`config.mk`:
```
export PLATFORM = sky130hd
export DESIGN_NAME = if_stage
export DESIGN_NICKNAME = d
export VERILOG_FILES = /design/src/rtl/if_stage.sv
export SDC_FILE = /design/constraint.sdc
export NUM_CORES = 1
export LEC_CHECK = 0
export BUFFER_PORTS_ARGS = -buffer_cell sky130_fd_sc_hd__buf_2
export CORE_MARGIN = 10
export CORE_UTILIZATION = 40
export CTS_BUF_LIST = sky130_fd_sc_hd__clkbuf_4
export DETAILED_ROUTE_END_ITERATION = 10
export PLACE_DENSITY = 0.8
export SYNTH_ARGS = -nofsm -noshare
export SYNTH_HDL_FRONTEND = slang
export SYNTH_SLANG_ARGS = --single-unit
```
`constraint.sdc`:
```
create_clock -name clk -period 2.27 [get_ports clk]
set_clock_uncertainty 0.05 [all_clocks]
set_input_delay 0.3405 -clock clk [delete_from_list [all_inputs] [get_ports clk]]
set_output_delay 0.3405 -clock clk [all_outputs]
set_load 0.01 [all_outputs]
```
`src/rtl/if_stage.sv`:
```
// Instruction fetch stage.
// Issues one read per cycle to a synchronous instruction SRAM whose data
// arrives one cycle after the request. The fetched instruction is presented
// to decode straight from the SRAM output (LIVE) or, while decode stalls,
// from an internal copy (HELD). A decode-stage redirect always wins: it
// discards the presented instruction and fetches the target in the same cycle.
module if_stage #(
  parameter logic [31:0] RESET_PC = 32'h1c00_0000
) (
  input  logic        clk,
  input  logic        reset,
  // decode-stage handshake and redirect
  input  logic        ds_allowin,
  input  logic        br_taken,
  input  logic [31:0] br_target,
  output logic        fs_to_ds_valid,
  output logic [31:0] fs_pc,
  output logic [31:0] fs_inst,
  // instruction SRAM (read-only use)
  output logic        inst_sram_en,
  output logic        inst_sram_we,
  output logic [31:0] inst_sram_addr,
  output logic [31:0] inst_sram_wdata,
  input  logic [31:0] inst_sram_rdata
);

  // EMPTY: nothing presented (only right after reset).
  // LIVE : instruction comes from inst_sram_rdata this cycle.
  // HELD : instruction comes from buf_q because decode stalled last cycle.
  typedef enum logic [1:0] {
    S_EMPTY = 2'd0,
    S_LIVE  = 2'd1,
    S_HELD  = 2'd2
  } fs_state_e;

  fs_state_e   state_q, state_d;
  logic [31:0] pc_q,    pc_d;
  logic [31:0] buf_q,   buf_d;
  logic        pend_q,  pend_d;   // first fetch after reset still outstanding

  logic        fs_valid;
  logic        accept;
  logic        issue;
  logic [31:0] seq_pc;
  logic [31:0] fetch_addr;

  // Handshake terms and the address of the fetch issued this cycle.
  always_comb begin
    fs_valid   = (state_q != S_EMPTY);
    accept     = fs_valid & ds_allowin;
    issue      = ~reset & ((state_q == S_EMPTY) | accept | br_taken);
    seq_pc     = pc_q + 32'd4;    // wraps modulo 2^32, carry discarded
    fetch_addr = br_taken ? br_target : (pend_q ? RESET_PC : seq_pc);
  end

  // Next-state: any issue makes the new fetch LIVE next cycle; a stalled
  // LIVE instruction is copied into the buffer before the SRAM output moves on.
  always_comb begin
    // NOTE: every signal written here gets a default first so no path can
    // leave one unassigned and infer a latch.
    state_d = state_q;
    pc_d    = pc_q;
    buf_d   = buf_q;
    pend_d  = pend_q;
    if (issue) begin
      state_d = S_LIVE;
      pc_d    = fetch_addr;
      pend_d  = 1'b0;
    end else if (state_q == S_LIVE) begin
      state_d = S_HELD;
      buf_d   = inst_sram_rdata;
    end
  end

  // State registers; reset aborts any in-flight or held instruction.
  always_ff @(posedge clk or posedge reset) begin
    // NOTE: sequential state uses non-blocking assignments so every flop
    // samples the pre-edge values regardless of statement order.
    if (reset) begin
      state_q <= S_EMPTY;
      pc_q    <= RESET_PC - 32'd4;
      buf_q   <= 32'd0;
      pend_q  <= 1'b1;
    end else begin
      state_q <= state_d;
      pc_q    <= pc_d;
      buf_q   <= buf_d;
      pend_q  <= pend_d;
    end
  end

  // Presented instruction selects the live SRAM word or the held copy.
  always_comb begin
    fs_to_ds_valid = fs_valid;
    fs_pc          = pc_q;
    case (state_q)
      S_LIVE:  fs_inst = inst_sram_rdata;
      S_HELD:  fs_inst = buf_q;
      default: fs_inst = 32'd0;
    endcase
  end

  // SRAM request: read-only port.
  always_comb begin
    inst_sram_en    = issue;
    inst_sram_we    = 1'b0;
    inst_sram_addr  = fetch_addr;
    inst_sram_wdata = 32'd0;
  end

endmodule

```
### After elaboration in Yosys (flattened, before gate mapping)

Index checks and enable logic that the tools add are counted.

* add/sub/neg operators: 1
* multiply operators: 0
* divide/modulo/power cells: 0
* magnitude comparators: 0
* eq/ne operators: 2
* shift-type cells: 0
* multiplexer cells: 5
* bitwise operators: 6
* reduce and logical (&&, ||, !) cells: 4

Operator list (number)
* $mux 32: 2
* $pmux 32 s2: 1
* $add 32x3->32 const B: 1
* $mux 2: 2
* $reduce_bool 2->1: 2
* $and 1x1->1: 2
* $eq 2x1->1 const B: 1
* $eq 2x2->1 const B: 1
* $logic_not 2->1: 1
* $not 1->1: 2
* $or 1x1->1: 2
* $reduce_and 2->1: 1

* register bits: 67
* latch bits: 0
* memory bits (writable): 0
* ROM bits: 0
* input port bits: 68
* memories kept: 0

### Longest topological paths before layout

* depth in word-level cells: 7
* gate-level depth with buffers: 9

### Worst setup path after synthesis

No wires, ideal clock.

* kind: register to output
* start point: register pc_q[2] (netlist: fs_pc[2])
* end point: output port inst_sram_addr[24]
* arrival time: 2.224 ns
* setup slack: -0.345 ns
* stages on the path, launching flop included: 8
* path through: dfstp_2 -> ha_1 -> nand4_1 -> or3_1 -> buf_2 -> or3_4 -> xor2_1 -> o21ai_0

* longest elaborated chain between the ends: 3

Ends and longest elaborated chain
* start: declaration: RTL line 37 `logic [31:0] pc_q, pc_d;`
* start signal: assignment: RTL line 81 `pc_q <= RESET_PC - 32'd4;`
* start signal: assignment: RTL line 86 `pc_q <= pc_d;`
* $add 32x3->32: RTL line 52 `seq_pc = pc_q + 32'd4;`
* $mux 32 (2 in a row): RTL line 53 `fetch_addr = br_taken ? br_target : (pend_q ? RESET_PC : seq_pc);`
* end: declaration: RTL line 22 `output logic [31:0] inst_sram_addr,`

Every way passes these cells.

### Final worst setup path

* start point: register pc_q[7] (netlist: fs_pc[7])
* end point: output port inst_sram_addr[24]

The elaborated chain is that of the path after synthesis.

==> impl_results.md <==
- RSZ-0062 raised after global routing: yes
- Met3 WL post-DR: 1180 um
- Slew margin rel.: 65.8%
- Period Utilization, post-route: 125%
- Chip width: 127 um
- Distinct cells, synth: 56
- CTS buffer count: 9
- IO Port Bufs: about 170
- CTS sink cnt: 67
- Non-filler cells, final: approximately 900
- CTS tree: built
- Clock transition at path regs: around 0.14 ns
- WL/cell: 17.4 um
- Area leader, netlist: dfrtp_1
- Syn. warnings: 0
- Maximum VDD drop: 0.734 mV
- Tot Pwr: 5.91 mW
- # Max-Cap Violations: 0
- Vias in the first global route: 4,764
- Tmin final: 2.84 ns
- Diode count: 0
- GPL Wtd Cong: 0.870
- Main area contributors after synthesis: dfrtp_1, dfstp_2, mux2_2, nand2_1, a22oi_1
- Final #Nets: between 800 and 900
- Setup-failing EPs final: 23
- Die ar.: 16,300 um^2
- CP most frequent cell: or3_4
- WP data arrival: between 2 and 2.5 ns
- WS Path Type: register to primary output
- Async SR Flop Fraction: 100%
- Largest net degree at the start of global routing: 48
- Post-synthesis sequential area ratio: around 37%
- Met2 Routed Length: 8130 um
- Synth cell count leaders: nand2_1, dfrtp_1, mux2_2
- Flops & latches, synth: 67
- First-pass GRT wire length: about 24,000 um
- Number of top-level pins: 199
- Mapped Cells: 517
- Pre-Repair DR Iteration Count: 5
- CP delay by family, top: simple AND/OR/NAND/NOR gates
- Critical Path End Type: primary output
- Final setup margin: -0.570 ns
- Max-slew violation count: 0
- Core Region: approximately 11,000 um^2
- CP Max Fanout: 4
- Post-DP HPWL: around 11,000 um
- Count leader, synth: nand2_1
- Syn_area_per_cell: 8.94 um^2
- HP Class: primary input to register
- H-tree levels: 3
- Critical Path Start: fs_pc[7]
- Startpoint Class: register
- Synth-to-Final Area Change: 45.4%
- Uppermost layer routed: met4
- Post-synth EDFFs: 0
- Crit path largest cell delay: ~0.55 ns
- Initial DRC Count: 296
- Die H: around 130 um
- Initial antenna violation count: 0
- Vias per inst: 5.28
- Critical path buffers and inverters: 2
- Main synth FF type: dfrtp_1
- Failing checks: negative setup slack
- Hold_ws: 0.119 ns
- Outcome: finished with violations
- Final ANT Viol Nets: 0
- Row count: 39
- Via count: 4,728
- Aggregate global routing overflow: 0
- Achievable Freq: between 300 and 400 MHz
- Initial Utilization: 40.6%
- GRT Total Usage: 17.7%
- Slowest cell on the critical path: dfstp_2
- Fin. Hold Viols: 0
- Fraction of layout cells with a size suffix above 1: 53.3%
- Post-synth design cell area: roughly 4600 um^2
- Static leakage: 3.15 nW
- CP cell instances: nand4_1 > buf_4 > or3_4 > or3_4 > xor2_1 > o21ai_2 > buf_2
- Worst-Skew Late Latency: 0.40 ns
- Pwr dens: 879 nW/um^2
- Placed cell count: approximately 850
- DRT met1 WL: 5970 um
- Reg-to-Reg Start: fs_pc[7]
- Longest Clk Path Bufs: 2
- Post-synth top area share: a little over a fifth
- Fillcell total: 1,032
- Hold Path Origin: inst_sram_rdata[7]
- Final core utilization: 59.1%
- CTS root buf: clkbuf_4
- WL final: 15,600 um
- DRC Markers: 0
- Critical path required time: about 1.9 ns
- Worst slew pin tran: 0.513 ns
==> state kept, by name, summed over array words and instances (netlist names) <==
signal and count:
fs_pc 32, buf_q 32, state_q 2, pend_q 1
==> final timing paths <==
check	endpoint	slack (ns)	depth (start not counted)
worst min register to register	fs_pc[0]	0.47	2
worst max register to register	fs_pc[24]	-0.06	7
min in group asynchronous	fs_pc[29]	0.41	3
worst max-delay path	inst_sram_addr[24]	-0.57	7
max in group asynchronous	fs_pc[1]	1.07	4
worst min-delay path	buf_q[7]	0.12	2
==> power by group <==
group	total, mW	switching [mW]	internal, mW
sequential	1.93	0.254	1.68
clock	0.960	0.494	0.466
combinational	3.01	1.52	1.50
total	5.91	2.27	3.64
==> metrics by stage <==
| stage | instance area, um^2 | TNS, ns | worst slack, ns |
|---|---|---|---|
| floorplan | 4810 | -0.929 | -0.194 |
| global placement | 5960 | -1.73 | -0.206 |
| detailed placement | 5960 | -2.25 | -0.246 |
| CTS | 6430 | -9.58 | -0.580 |
| global route | 6720 | -12.57 | -0.716 |
| finish | 6720 | -9.04 | -0.570 |
==> cell families after synthesis <==
group                    after synthesis  synth area share (%)
adder cells (fa/ha/maj)                4                  1.08
AND/OR/NAND/NOR                      182                  20.5
flip-flops                            67                  37.0
other                                  1                0.0812
multiplexers                          37                  8.99
AO/OA/AOI/OAI                        117                  17.6
XOR/XNOR                              27                  5.12
buffers and inverters                 82                  9.64
==> layout make-up <==
type	instances	area, um^2	share of cell area (%)
well taps	143	179	2.66
clock inverters	7	104	1.55
repair buffers	259	1650	24.5
inverters	11	46.3	0.689
clock buffers	9	67.6	1.01
multi-input cells	400	2960	44.1
flip-flops and latches	67	1710	25.5
==> worst reg2reg max path, stage by stage, from the launching register on <==
cell	delay [ns]
dfstp_2	0.55
nand4_1	0.16
buf_4	0.18
or3_4	0.42
or3_4	0.36
buf_6	0.13
a21o_1	0.14
a221o_1	0.29
==> cell usage in the layout, fill, tap and decap left out, types with 4 or more instances in the layout <==
cell type / n
a221o_1: 8
clkbuf_4: 9
nand4_1: 9
nor3_4: 7
nor2_1: 8
conb_1: 33
nor2b_1: 35
ha_4: 4
xnor2_2: 5
nor4_1: 4
dfrtp_1: 40
dfstp_2: 27
o21a_1: 5
and2_1: 4
xnor2_1: 15
xor2_1: 6
nor2_4: 6
inv_6: 5
o21ai_0: 18
nand3_2: 4
mux2_2: 36
a22oi_1: 33
buf_4: 74
o21ai_1: 16
buf_12: 4
buf_6: 13
nand2b_1: 4
o31ai_2: 5
a21oi_1: 4
buf_2: 165
inv_1: 7
nand3_1: 6
nand2_1: 65
==> repair_timing <==
item	CTS	global route
hold endpoints to repair	2	0
setup buffers	17	11
gates resized for setup	39	54
endpoints found under the setup margin	52	94
pin swaps	21	24
hold buffers	1	0
==> routing by layer <==
metal	track usage, %	vias up
met4	6.30	0
met1	20.0	2272
met5	0	-
met2	31.4	195
met3	4.80	29
li1	-	2232
Note: power is estimated with default switching activity, not from simulation.
